## config.mk

```make
export PLATFORM = sky130hd
export DESIGN_NAME = demux4_seq
export DESIGN_NICKNAME = d
export VERILOG_FILES = /design/src/rtl/demux4_seq_pkg.sv /design/src/rtl/dec2to4_en.sv /design/src/rtl/demux4_seq.sv
export SDC_FILE = /design/constraint.sdc
export NUM_CORES = 1
export LEC_CHECK = 0
export ABC_AREA = 1
export CORE_MARGIN = 8
export CORE_UTILIZATION = 55
export DETAILED_ROUTE_END_ITERATION = 8
export DONT_BUFFER_PORTS = 1
export GPL_TIMING_DRIVEN = 0
export PLACE_DENSITY = 0.7
export SLEW_MARGIN = 20
export SYNTH_ARGS = -nofsm -noshare
export SYNTH_HDL_FRONTEND = slang
export SYNTH_SLANG_ARGS = --single-unit
```

## constraint.sdc

```tcl
create_clock -name clock -period 1.6 [get_ports clock]
set_clock_uncertainty 0.05 [all_clocks]
set_input_delay 0.16 -clock clock [delete_from_list [all_inputs] [get_ports clock]]
set_output_delay 0.16 -clock clock [all_outputs]
set_load 0.01 [all_outputs]
```

## src/rtl/demux4_seq_pkg.sv

```systemverilog
// Shared constants for the 4-channel sequencing demux: FSM encoding,
// channel indices and the default sample width.
package demux4_seq_pkg;

  localparam int WIDTH_DEF = 8;

  localparam logic HUNT = 1'b0;
  localparam logic RUN  = 1'b1;

  typedef logic [1:0] ch_idx_t;

  localparam ch_idx_t CH0 = 2'd0;
  localparam ch_idx_t CH1 = 2'd1;
  localparam ch_idx_t CH2 = 2'd2;
  localparam ch_idx_t CH3 = 2'd3;

  typedef struct packed {
    logic    en;
    ch_idx_t ch;
  } wr_req_t;

  // Round-robin successor; the 2-bit width gives the 3 -> 0 wrap for free.
  function automatic ch_idx_t next_ch(input ch_idx_t ch);
    return ch + 2'd1;
  endfunction

endpackage

```

## src/rtl/dec2to4_en.sv

```systemverilog
// Channel write-enable decode: 2-bit index plus enable to one-hot enables.
module dec2to4_en
  import demux4_seq_pkg::*;
(
  input  logic       en_i,
  input  ch_idx_t    idx_i,
  output logic [3:0] onehot_o
);

  always_comb begin
    onehot_o = 4'b0000;
    if (en_i) onehot_o[idx_i] = 1'b1;
  end

endmodule

```

## src/rtl/demux4_seq.sv

```systemverilog
// Four-channel demux with explicit select or sync-aligned round-robin
// sequencing; all outputs are registered.
//
//   state | meaning
//   ------+--------------------------------------------------------
//   HUNT  | auto mode waiting for a sync sample; non-sync samples dropped
//   RUN   | aligned; samples go to the channel counter, frame_done on ch3
module demux4_seq
  import demux4_seq_pkg::*;
#(
  parameter int WIDTH = WIDTH_DEF
) (
  input  logic             clock,
  input  logic             reset,
  input  logic             in_valid,
  input  logic [WIDTH-1:0] in_data,
  input  logic             auto_mode,
  input  logic             s1,
  input  logic             s0,
  input  logic             sync,
  output logic [WIDTH-1:0] out0,
  output logic [WIDTH-1:0] out1,
  output logic [WIDTH-1:0] out2,
  output logic [WIDTH-1:0] out3,
  output logic [3:0]       out_valid,
  output logic             frame_done,
  output logic             locked
);

  logic             state_q, state_d;
  ch_idx_t          cnt_q, cnt_d;
  logic [3:0]       out_valid_q;
  logic             frame_done_q, frame_done_d;
  logic [WIDTH-1:0] out_q [4];
  wr_req_t          wr;
  logic [3:0]       wr_en;

  always_comb begin
    state_d      = state_q;
    cnt_d        = cnt_q;
    frame_done_d = 1'b0;
    wr.en        = 1'b0;
    wr.ch        = CH0;
    if (!auto_mode) begin
      // Leaving auto mode drops alignment; while explicit these are already idle.
      state_d = HUNT;
      cnt_d   = CH0;
      if (in_valid) begin
        wr.en = 1'b1;
        wr.ch = {s1, s0};
      end
    end else if (in_valid) begin
      if (state_q == HUNT) begin
        if (sync) begin
          wr.en   = 1'b1;
          wr.ch   = CH0;
          cnt_d   = CH1;
          state_d = RUN;
        end
      end else if (sync && (cnt_q != CH0)) begin
        // Sync arrived mid-frame: restart the frame at ch0 without a frame_done.
        wr.en = 1'b1;
        wr.ch = CH0;
        cnt_d = CH1;
      end else begin
        wr.en        = 1'b1;
        wr.ch        = cnt_q;
        cnt_d        = next_ch(cnt_q);
        frame_done_d = (cnt_q == CH3);
      end
    end
  end

  dec2to4_en u_dec (
    .en_i     (wr.en),
    .idx_i    (wr.ch),
    .onehot_o (wr_en)
  );

  always_ff @(posedge clock) begin
    if (reset) begin
      state_q      <= HUNT;
      cnt_q        <= CH0;
      out_valid_q  <= 4'b0000;
      frame_done_q <= 1'b0;
      for (int i = 0; i < 4; i++) out_q[i] <= '0;
    end else begin
      state_q      <= state_d;
      cnt_q        <= cnt_d;
      out_valid_q  <= wr_en;
      frame_done_q <= frame_done_d;
      for (int i = 0; i < 4; i++) begin
        if (wr_en[i]) out_q[i] <= in_data;
      end
    end
  end

  assign out0       = out_q[0];
  assign out1       = out_q[1];
  assign out2       = out_q[2];
  assign out3       = out_q[3];
  assign out_valid  = out_valid_q;
  assign frame_done = frame_done_q;
  assign locked     = (state_q == RUN);

endmodule

```

==> flow_metrics.env, run 1 <==
export IMPL_tightestPinTransition_ns=0.523
export IMPL_overflow=0
export IMPL_die_width_um=70.3
export IMPL_routedWlPerCell_um=17.9
export IMPL_num_fill_cells=178
export IMPL_grt_max_degree=13
export IMPL_grt_usage_pct=14.0
export IMPL_clk_latency_ns=0.34
export IMPL_rrSetupSlack_ns=0.02
export IMPL_yosysSeqAreaShare_pct=69.2
export IMPL_routed_wl_um=3340
export IMPL_final_common_cell="edfxtp_1"
export IMPL_post_synth_num_cell_types=19
export IMPL_p_total_w=0.00204
export IMPL_cp_arrival_ns=1.59
export IMPL_syn_inst=135
export IMPL_row_count=19
export IMPL_status="finished, violations left"
export IMPL_cp_max_fo=8
export IMPL_cts_tree="done"
export IMPL_syn_nets=152
export IMPL_most_common_layout_cells="edfxtp_1, nor2_1, inv_1"
export IMPL_startpoint="cnt_q[1]$_SDFFE_PP0P_"
export IMPL_rr_worst_depth=9
export IMPL_hold_viol_final=1
export IMPL_area_delta_synth_final_pct=21.9
export IMPL_clkSinkCount=40
export IMPL_r2r_start="cnt_q[1]$_SDFFE_PP0P_"
export IMPL_multi_input_area_um2=551
export IMPL_synth_edf_count=32
export IMPL_crit_type="reg -> reg"
export IMPL_grt_pass1_vias=1085
export IMPL_period_share_pct=99.0
export IMPL_die_area_um2=4940
export IMPL_startpoint_type="flip-flop"
export IMPL_clockRootBuffer="clkbuf_4"
export IMPL_layout_drive_gt1_share_pct=36.8
export IMPL_drt_iter0_drc=42
export IMPL_place_congestion=0.754
export IMPL_die_height_um=70.3
export IMPL_top_usage_layer="met2"
export IMPL_grt_pass1_wl_um=5350
export IMPL_setup_slack_ns=0.0165
export IMPL_final_seq_area_um2=1120
export IMPL_yosysWarnings=0
export IMPL_fp_coreArea_um2=2780
export IMPL_power_per_cell_area_nw_per_um2=1030
export IMPL_num_antenna_cells=0
export IMPL_drt_first_pass_iters=4
export IMPL_clockBufferDepth=2
export IMPL_port_buffers=0
export IMPL_ys_ff_latch=40
export IMPL_route_detailed_drc=0
export IMPL_crit_required_ns=1.61
export IMPL_hpwl_um=2280
export IMPL_rsz0062_at_grt="yes"
export IMPL_synthArstFlopShare_pct=0
export IMPL_start_util_pct=58.2
export IMPL_grt_use_met3_pct=6.21
export IMPL_setup_tns_ns=0
export IMPL_use_met1_pct=13.2
export IMPL_r2r_end="out_q[1][4]$_SDFFCE_PN0P_"
export IMPL_violations="hold timing"
export IMPL_period_needed_ns=1.58
export IMPL_synthesis_area_um2=1620
export IMPL_cts_buffers=5
export IMPL_met2_usage_pct=23.0
export IMPL_num_io_pins=53
export IMPL_vdd_drop_max_uv=802
export IMPL_maxCapViolCount=0
export IMPL_end_kind="flip-flop"
export IMPL_dp_slack_ns=-0.234
export IMPL_hold_buffers=5
export IMPL_path_clk_slew_ns=0.10
export IMPL_cp_endpoint="out_q[1][4]$_SDFFCE_PN0P_"
export IMPL_slew_headroom_pct=65.1
export IMPL_nNetsFinal=171
export IMPL_vias=1012
export IMPL_min_path_type="in -> reg"
export IMPL_antenna_found_initial=0
export IMPL_whs_ns=-0.00486
export IMPL_p_leak_nw=0.823
export IMPL_report_final_slew_viol_count=0
export IMPL_fmax_mhz=632
export IMPL_ant_nets=0
export IMPL_syn_area_per_cell_um2=12.0
export IMPL_via_per_inst=5.44
export IMPL_finalSetupViolations=0
export IMPL_htreeDepth=2
export IMPL_synth_ff_type="edfxtp_1"
## stage by stage
stage	cell area [um^2]	utilization, %	cells	hold slack, ns
2_1_floorplan	1620	-	135	0.269
3_3_place_gp	1660	59.6	166	0.272
3_5_place_dp	1660	59.6	166	0.298
4_1_cts	1870	67.1	185	0.0260
5_1_grt	1970	71.0	186	-0.0243
6_report	1970	71.0	186	-0.00486
## synth_stat cells, types with 2 or more instances
| master | number | share of area [%] |
|---|---|---|
| a21oi_1 | 2 | 0.62 |
| dfxtp_1 | 8 | 9.9 |
| edfxtp_1 | 32 | 59 |
| ha_1 | 2 | 1.5 |
| inv_1 | 19 | 4.4 |
| inv_2 | 2 | 0.46 |
| nand2_1 | 18 | 4.2 |
| nand2_2 | 2 | 0.77 |
| nand2_4 | 2 | 1.4 |
| nand3_4 | 4 | 4.3 |
| nor2_1 | 33 | 7.7 |
| nor2_2 | 4 | 1.5 |
## worst min-delay path by stage
stage | cells past startpoint | slack [ns] | startpoint | end
after floorplan | 2 | 0.27 | in_valid | locked$_SDFFE_PP0P_
after global placement | 2 | 0.27 | in_valid | locked$_SDFFE_PP0P_
after detailed placement | 2 | 0.30 | in_valid | locked$_SDFFE_PP0P_
after CTS | 2 | 0.03 | in_data[1] | out_q[2][1]$_SDFFCE_PN0P_
after global routing | 3 | -0.02 | sync | frame_done$_SDFF_PP0_
final | 3 | -0.005 | sync | frame_done$_SDFF_PP0_
## report_power, final
part	internal (W)	switching (W)
clock network	0.000328	0.000302
logic	0.0000534	0.000117
registers	0.00119	0.0000550
total	0.00157	0.000473
## repair_timing
item | in CTS | in global routing
pin swaps | 3 | 11
endpoints found under the setup margin | 48 | 66
endpoints found under the hold margin | 4 | 1
gates cloned | 0 | 2
resized for setup | 13 | 26
buffers inserted | 6 | 1
## cell type report
cell class | count | area share (%)
clock buffer | 6 | 2.09
clock inverter | 2 | 1.77
timing repair buffer | 10 | 4.56
sequential | 40 | 57.0
inverter | 23 | 4.75
multi-input combinational | 74 | 27.9
tap | 31 | 1.96
## metal layers
layer	vias to the layer above	routed length, um
met5	-	0
met4	0	146
met3	11	272
met2	47	1780
met1	471	1140
li1	483	-
## sequential cells by signal (all words and copies together), names as in the netlist
| signal | cells |
|---|---|
| frame_done | 1 |
| out_q | 32 |
| locked | 1 |
| cnt_q | 2 |
| out_valid | 4 |
## worst max-delay path, cell delays in order (launching register included)
cell and delay (ns):
dfxtp_2 0.35, inv_2 0.05, ha_4 0.15, inv_2 0.06, nand2_4 0.08, nand3_4 0.09, nand2_4 0.08, nor2_8 0.20
nand2_4 0.11, nand2_8 0.10
## logic make-up (layout without fill, tap and decap cells)
logic type | count (synthesis) | in the layout | synth area share [%]
AND/OR/NAND/NOR | 67 | 69 | 22.5
flip-flops | 40 | 40 | 69.2
buffers and inverters | 23 | 41 | 5.64
AO/OA/AOI/OAI | 3 | 3 | 1.08
adder cells (fa/ha/maj) | 2 | 2 | 1.55
No activity file was read; power rests on OpenSTA's default activity.
==> run 2, diff against run 1 <==
--- a/config.mk
+++ b/config.mk
@@ -7,12 +7,11 @@
 export LEC_CHECK = 0
 export ABC_AREA = 1
 export CORE_MARGIN = 8
-export CORE_UTILIZATION = 55
+export CORE_UTILIZATION = 28
 export DETAILED_ROUTE_END_ITERATION = 8
 export DONT_BUFFER_PORTS = 1
 export GPL_TIMING_DRIVEN = 0
-export PLACE_DENSITY = 0.7
-export SLEW_MARGIN = 20
+export PLACE_DENSITY = 0.4
 export SYNTH_ARGS = -nofsm -noshare
 export SYNTH_HDL_FRONTEND = slang
 export SYNTH_SLANG_ARGS = --single-unit
==> flow_metrics.env, run 2 (synthesis gave the netlist of run 1 again) <==
export IMPL_clk_latency_ns=0.29
export IMPL_die_area_um2=8470
export IMPL_route_detailed_drc=0
export IMPL_r2r_start="cnt_q[0]$_SDFFE_PP0P_"
export IMPL_routed_wl_um=3990
export IMPL_min_path_type="in -> reg"
export IMPL_path_clk_slew_ns=0.08
export IMPL_crit_type="reg -> reg"
export IMPL_die_width_um=92.0
export IMPL_startpoint="cnt_q[0]$_SDFFE_PP0P_"
export IMPL_status="completed"
export IMPL_area_delta_synth_final_pct=31.9
export IMPL_worstPathCellList="inv_2, ha_4, inv_2, nand2_4, nand3_4, nand2_4, nor2_8, buf_12, nand3_4, buf_6, nor2_4"
export IMPL_via_per_inst=4.33
export IMPL_port_buffers=0
export IMPL_power_per_cell_area_nw_per_um2=1130
export IMPL_largest_reg_flops=32
export IMPL_r2r_end="out_q[0][4]$_SDFFCE_PN0P_"
export IMPL_num_io_pins=53
export IMPL_fmax_mhz=645
export IMPL_setup_tns_ns=0
export IMPL_combPwrFrac_pct=8.4
export IMPL_clockBufferDepth=2
export IMPL_whs_ns=0.0572
export IMPL_cts_buffers=5
export IMPL_fp_coreArea_um2=5540
export IMPL_vias=1001
export IMPL_pwr_share_seq_pct=51.7
export IMPL_hold_viol_final=0
export IMPL_cp_max_fo=4
export IMPL_htreeDepth=2
export IMPL_grt_pass1_wl_um=6150
export IMPL_end_kind="flip-flop"
export IMPL_start_util_pct=29.2
export IMPL_vdd_drop_max_uv=402
export IMPL_slew_headroom_pct=70.1
export IMPL_routedWlPerCell_um=17.3
export IMPL_period_needed_ns=1.55
export IMPL_die_height_um=92.0
export IMPL_rrSetupSlack_ns=0.05
export IMPL_grt_usage_pct=9.55
export IMPL_most_common_layout_cells="edfxtp_1, nor2_1, inv_1"
export IMPL_grt_max_degree=13
export IMPL_regMostFlops="out_q"
export IMPL_critPathSlowestCell="dfxtp_2"
export IMPL_num_fill_cells=560
export IMPL_num_antenna_cells=0
export IMPL_setup_slack_ns=0.0486
export IMPL_cts_tree="done"
export IMPL_internal_power_w=0.00188
export IMPL_stdcell_count=231
export IMPL_report_final_slew_viol_count=0
export IMPL_grt_pass1_vias=1118
export IMPL_fin_util_pct=38.6
export IMPL_finalSetupViolations=0
export IMPL_drt_first_pass_iters=5
export IMPL_pwr_share_clk_pct=39.9
export IMPL_dp_cells=207
export IMPL_ant_nets=0
export IMPL_nNetsFinal=176
export IMPL_overflow=0
export IMPL_crit_path_max_incr_delay_ns=0.34
export IMPL_switching_share_pct=21.9
export IMPL_clockRootBuffer="clkbuf_8"
export IMPL_startpoint_type="flip-flop"
export IMPL_tightestPinTransition_ns=0.448
export IMPL_p_leak_nw=0.875
export IMPL_cp_arrival_ns=1.66
export IMPL_period_share_pct=97.0
export IMPL_cp_endpoint="out_q[0][4]$_SDFFCE_PN0P_"
export IMPL_maxCapViolCount=0
export IMPL_place_congestion=0.677
export IMPL_row_count=27
export IMPL_rr_worst_depth=11
export IMPL_dp_slack_ns=-0.247
export IMPL_final_common_cell="edfxtp_1"
export IMPL_switchingPower_w=0.000527
export IMPL_hpwl_um=2720
export IMPL_drt_iter0_drc=42
export IMPL_layout_drive_gt1_share_pct=41.5
export IMPL_crit_required_ns=1.71
export IMPL_rsz0062_at_grt="yes"
export IMPL_clkSinkCount=40
export IMPL_antenna_found_initial=0
## run 2: changes by cell type in the layout (fill, tap and decap cells not counted), moves of 3 or more
cell,delta
clkbuf_8,+5
nor2_2,+3
clkbuf_4,-5
nor2_1,-5
buf_6,+3
## run 2: routing by layer
layer  up-vias  global-route usage, %  routed length, um
li1        483                      -                  -
met1       475                   10.6               1670
met2        41                   16.2               2020
met3         2                   3.91                270
met4         0                   3.22                 26
met5         -                      0                  0
## run 2: area by class of cell
type	instances	area (um^2)	area share, %
sequential	40	1120	52.7
clock buffer	5	68.8	3.22
multi-input combinational	73	532	24.9
clock inverter	2	60.1	2.81
timing repair buffer	16	169	7.91
inverter	23	91.3	4.28
tap	72	90.1	4.22
## run 2: repair_timing
item                                    4_1_cts  5_1_grt
hold endpoints to repair                      1        0
gates resized for setup                      26       18
gates cloned                                  1        0
buffers inserted                             14        0
pin swaps                                     9        9
hold buffers                                  2        0
endpoints found under the setup margin       48       59
## run 2: how the worst min path moves through the flow
stage / startpoint / to / slack, ns / cells past startpoint
floorplan: in_valid / locked$_SDFFE_PP0P_ / 0.27 / 2
global placement: in_valid / locked$_SDFFE_PP0P_ / 0.28 / 2
detailed placement: in_valid / locked$_SDFFE_PP0P_ / 0.29 / 2
CTS: auto_mode / cnt_q[1]$_SDFFE_PP0P_ / 0.03 / 2
global route: auto_mode / locked$_SDFFE_PP0P_ / 0.07 / 2
finish: auto_mode / locked$_SDFFE_PP0P_ / 0.06 / 2
## run 2: power by group through the flow
stage	clock [W]	sequential, W	combinational, W
finish	0.000960	0.00124	0.000202
floorplan	0	0.00126	0.0000896
CTS	0.000983	0.00125	0.000190
global placement	0	0.00127	0.000114
detailed placement	0	0.00127	0.000118
global route	0.00101	0.00125	0.000218
## run 2: through the flow
stage               cell area (um^2)  total power [W]
global placement                1710          0.00139
global route                    2140          0.00248
finish                          2140          0.00241
floorplan                       1620          0.00134
CTS                             2070          0.00242
detailed placement              1710          0.00139
## run 2: critical path: cells and delay by family, from the launching register on
family / cells / cell delay [ns]
adder cells (fa/ha/maj): 1 / 0.15
buffers and inverters: 4 / 0.39
flip-flops: 1 / 0.34
AND/OR/NAND/NOR: 6 / 0.48
==> run 3, diff against run 2 <==
--- a/config.mk
+++ b/config.mk
@@ -6,7 +6,6 @@
 export NUM_CORES = 1
 export LEC_CHECK = 0
 export ABC_AREA = 1
-export CORE_MARGIN = 8
 export CORE_UTILIZATION = 28
 export DETAILED_ROUTE_END_ITERATION = 8
 export DONT_BUFFER_PORTS = 1
==> flow_metrics.env, run 3 (synthesis gave the netlist of run 1 again) <==
export IMPL_whs_ns=0.0382
export IMPL_vdd_drop_max_uv=479
export IMPL_antenna_found_initial=0
export IMPL_combPwrFrac_pct=7.3
export IMPL_met1_length_um=1480
export IMPL_period_share_pct=94.4
export IMPL_drt_first_pass_iters=2
export IMPL_crit_required_ns=1.54
export IMPL_regMostFlops="out_q"
export IMPL_drt_iter0_drc=41
export IMPL_cp_arrival_ns=1.45
export IMPL_clk_latency_ns=0.28
export IMPL_row_count=27
export IMPL_vias=971
export IMPL_area_delta_synth_final_pct=24.0
export IMPL_hold_viol_final=0
export IMPL_tightestPinTransition_ns=0.451
export IMPL_top_layer_used="met4"
export IMPL_num_io_pins=53
export IMPL_port_buffers=0
export IMPL_via_per_inst=4.30
export IMPL_startpoint_type="flip-flop"
export IMPL_cts_buffers=5
export IMPL_layout_drive_gt1_share_pct=33.8
export IMPL_wl_met3_um=176
export IMPL_crit_type="reg -> reg"
export IMPL_place_congestion=0.693
export IMPL_min_from="auto_mode"
export IMPL_overflow=0
export IMPL_placed_area_um2=1710
export IMPL_grt_usage_pct=12.2
export IMPL_path_clk_slew_ns=0.08
export IMPL_num_fill_cells=568
export IMPL_slew_headroom_pct=69.9
export IMPL_start_util_pct=29.2
export IMPL_switchingPower_w=0.000512
export IMPL_largest_reg_flops=32
export IMPL_htreeDepth=2
export IMPL_clockBufferDepth=2
export IMPL_end_kind="flip-flop"
export IMPL_met2RoutedLength_um=1860
export IMPL_cp_max_fo=8
export IMPL_pwr_share_seq_pct=56.0
export IMPL_r2r_start="cnt_q[1]$_SDFFE_PP0P_"
export IMPL_p_total_w=0.00221
export IMPL_power_per_cell_area_nw_per_um2=1100
export IMPL_rrSetupSlack_ns=0.09
export IMPL_clockRootBuffer="clkbuf_8"
export IMPL_cts_tree="done"
export IMPL_hpwl_um=2380
export IMPL_die_area_um2=6090
export IMPL_num_antenna_cells=0
export IMPL_min_path_type="in -> reg"
export IMPL_routed_wl_um=3560
export IMPL_route_detailed_drc=0
export IMPL_p_leak_nw=0.824
export IMPL_ant_nets=0
export IMPL_grt_max_degree=13
export IMPL_maxCapViolCount=0
export IMPL_finalSetupViolations=0
export IMPL_fmax_mhz=662
export IMPL_final_common_cell="edfxtp_1"
export IMPL_pwr_share_clk_pct=36.6
export IMPL_report_final_slew_viol_count=0
export IMPL_routedWlPerCell_um=15.8
export IMPL_switching_share_pct=23.1
export IMPL_status="completed"
export IMPL_fin_util_pct=36.2
export IMPL_finalInstanceArea_um2=2010
export IMPL_internal_power_w=0.00170
export IMPL_grt_pass1_vias=1005
export IMPL_nNetsFinal=170
export IMPL_startpoint="cnt_q[1]$_SDFFE_PP0P_"
export IMPL_die_height_um=78.0
export IMPL_clkSinkCount=40
export IMPL_period_needed_ns=1.51
export IMPL_fp_coreArea_um2=5540
export IMPL_grt_pass1_wl_um=5360
export IMPL_most_common_layout_cells="edfxtp_1, nor2_1, inv_1"
export IMPL_die_width_um=78.0
export IMPL_rsz0062_at_grt="yes"
[run 3: cell count changes in the layout (fill, tap and decap cells not counted), sizes merged]
cell	before	now
buf	14	8
clkinv	2	3
bufinv	2	1
clkbuf	5	6
[run 3: power by group through the flow]
stage | clock network [W] | registers [W] | logic (W)
final | 0.000811 | 0.00124 | 0.000162
after global routing | 0.000890 | 0.00124 | 0.000177
after CTS | 0.000840 | 0.00124 | 0.000154
after detailed placement | 0 | 0.00127 | 0.000118
after global placement | 0 | 0.00127 | 0.000114
after floorplan | 0 | 0.00126 | 0.0000896
[run 3: per-stage QoR]
stage               TNS (ns)  cells  worst slack, ns
finish                     0    226           0.0895
floorplan             -0.441    135          -0.0275
global placement       -6.16    207           -0.202
global route         -0.0938    226          -0.0124
detailed placement     -7.95    207           -0.255
CTS                        0    225          0.00130
[run 3: critical path: stages, from the launching register on]
cell     delay (ns)
dfxtp_2        0.33
inv_1          0.06
ha_4           0.16
inv_2          0.06
nand2_4        0.06
nand3_4        0.08
nand2_4        0.08
nor2_8         0.13
nand2_2        0.08
nand2_4        0.12
[run 3: repair_timing]
item                       CTS  global route
hold buffers                 2             0
pin swaps                    7             7
buffers inserted             7             1
gates cloned                 1             0
setup endpoints to repair   48            65
hold endpoints to repair     1             0
gates resized for setup     15            15
[run 3: layout make-up]
class	count	area, um^2	area share [%]
Clock buffer	6	72.6	3.62
Clock inverter	2	35.0	1.75
Inverter	23	91.3	4.55
Multi-Input combinational cell	73	502	25.0
Sequential cell	40	1120	56.0
Tap cell	72	90.1	4.49
Timing Repair Buffer	10	91.3	4.55
[run 3: final timing paths]
kind / end / cells past startpoint
max reg2reg: out_q[0][7]$_SDFFCE_PN0P_ / 9
min reg2reg: locked$_SDFFE_PP0P_ / 2
min: locked$_SDFFE_PP0P_ / 2
max: out_q[0][7]$_SDFFCE_PN0P_ / 9
[run 3: routing by layer]
layer	GRT usage (%)	up-vias
li1	-	470
met2	20.4	34
met4	4.44	0
met5	0	-
met1	14.7	461
met3	4.07	6
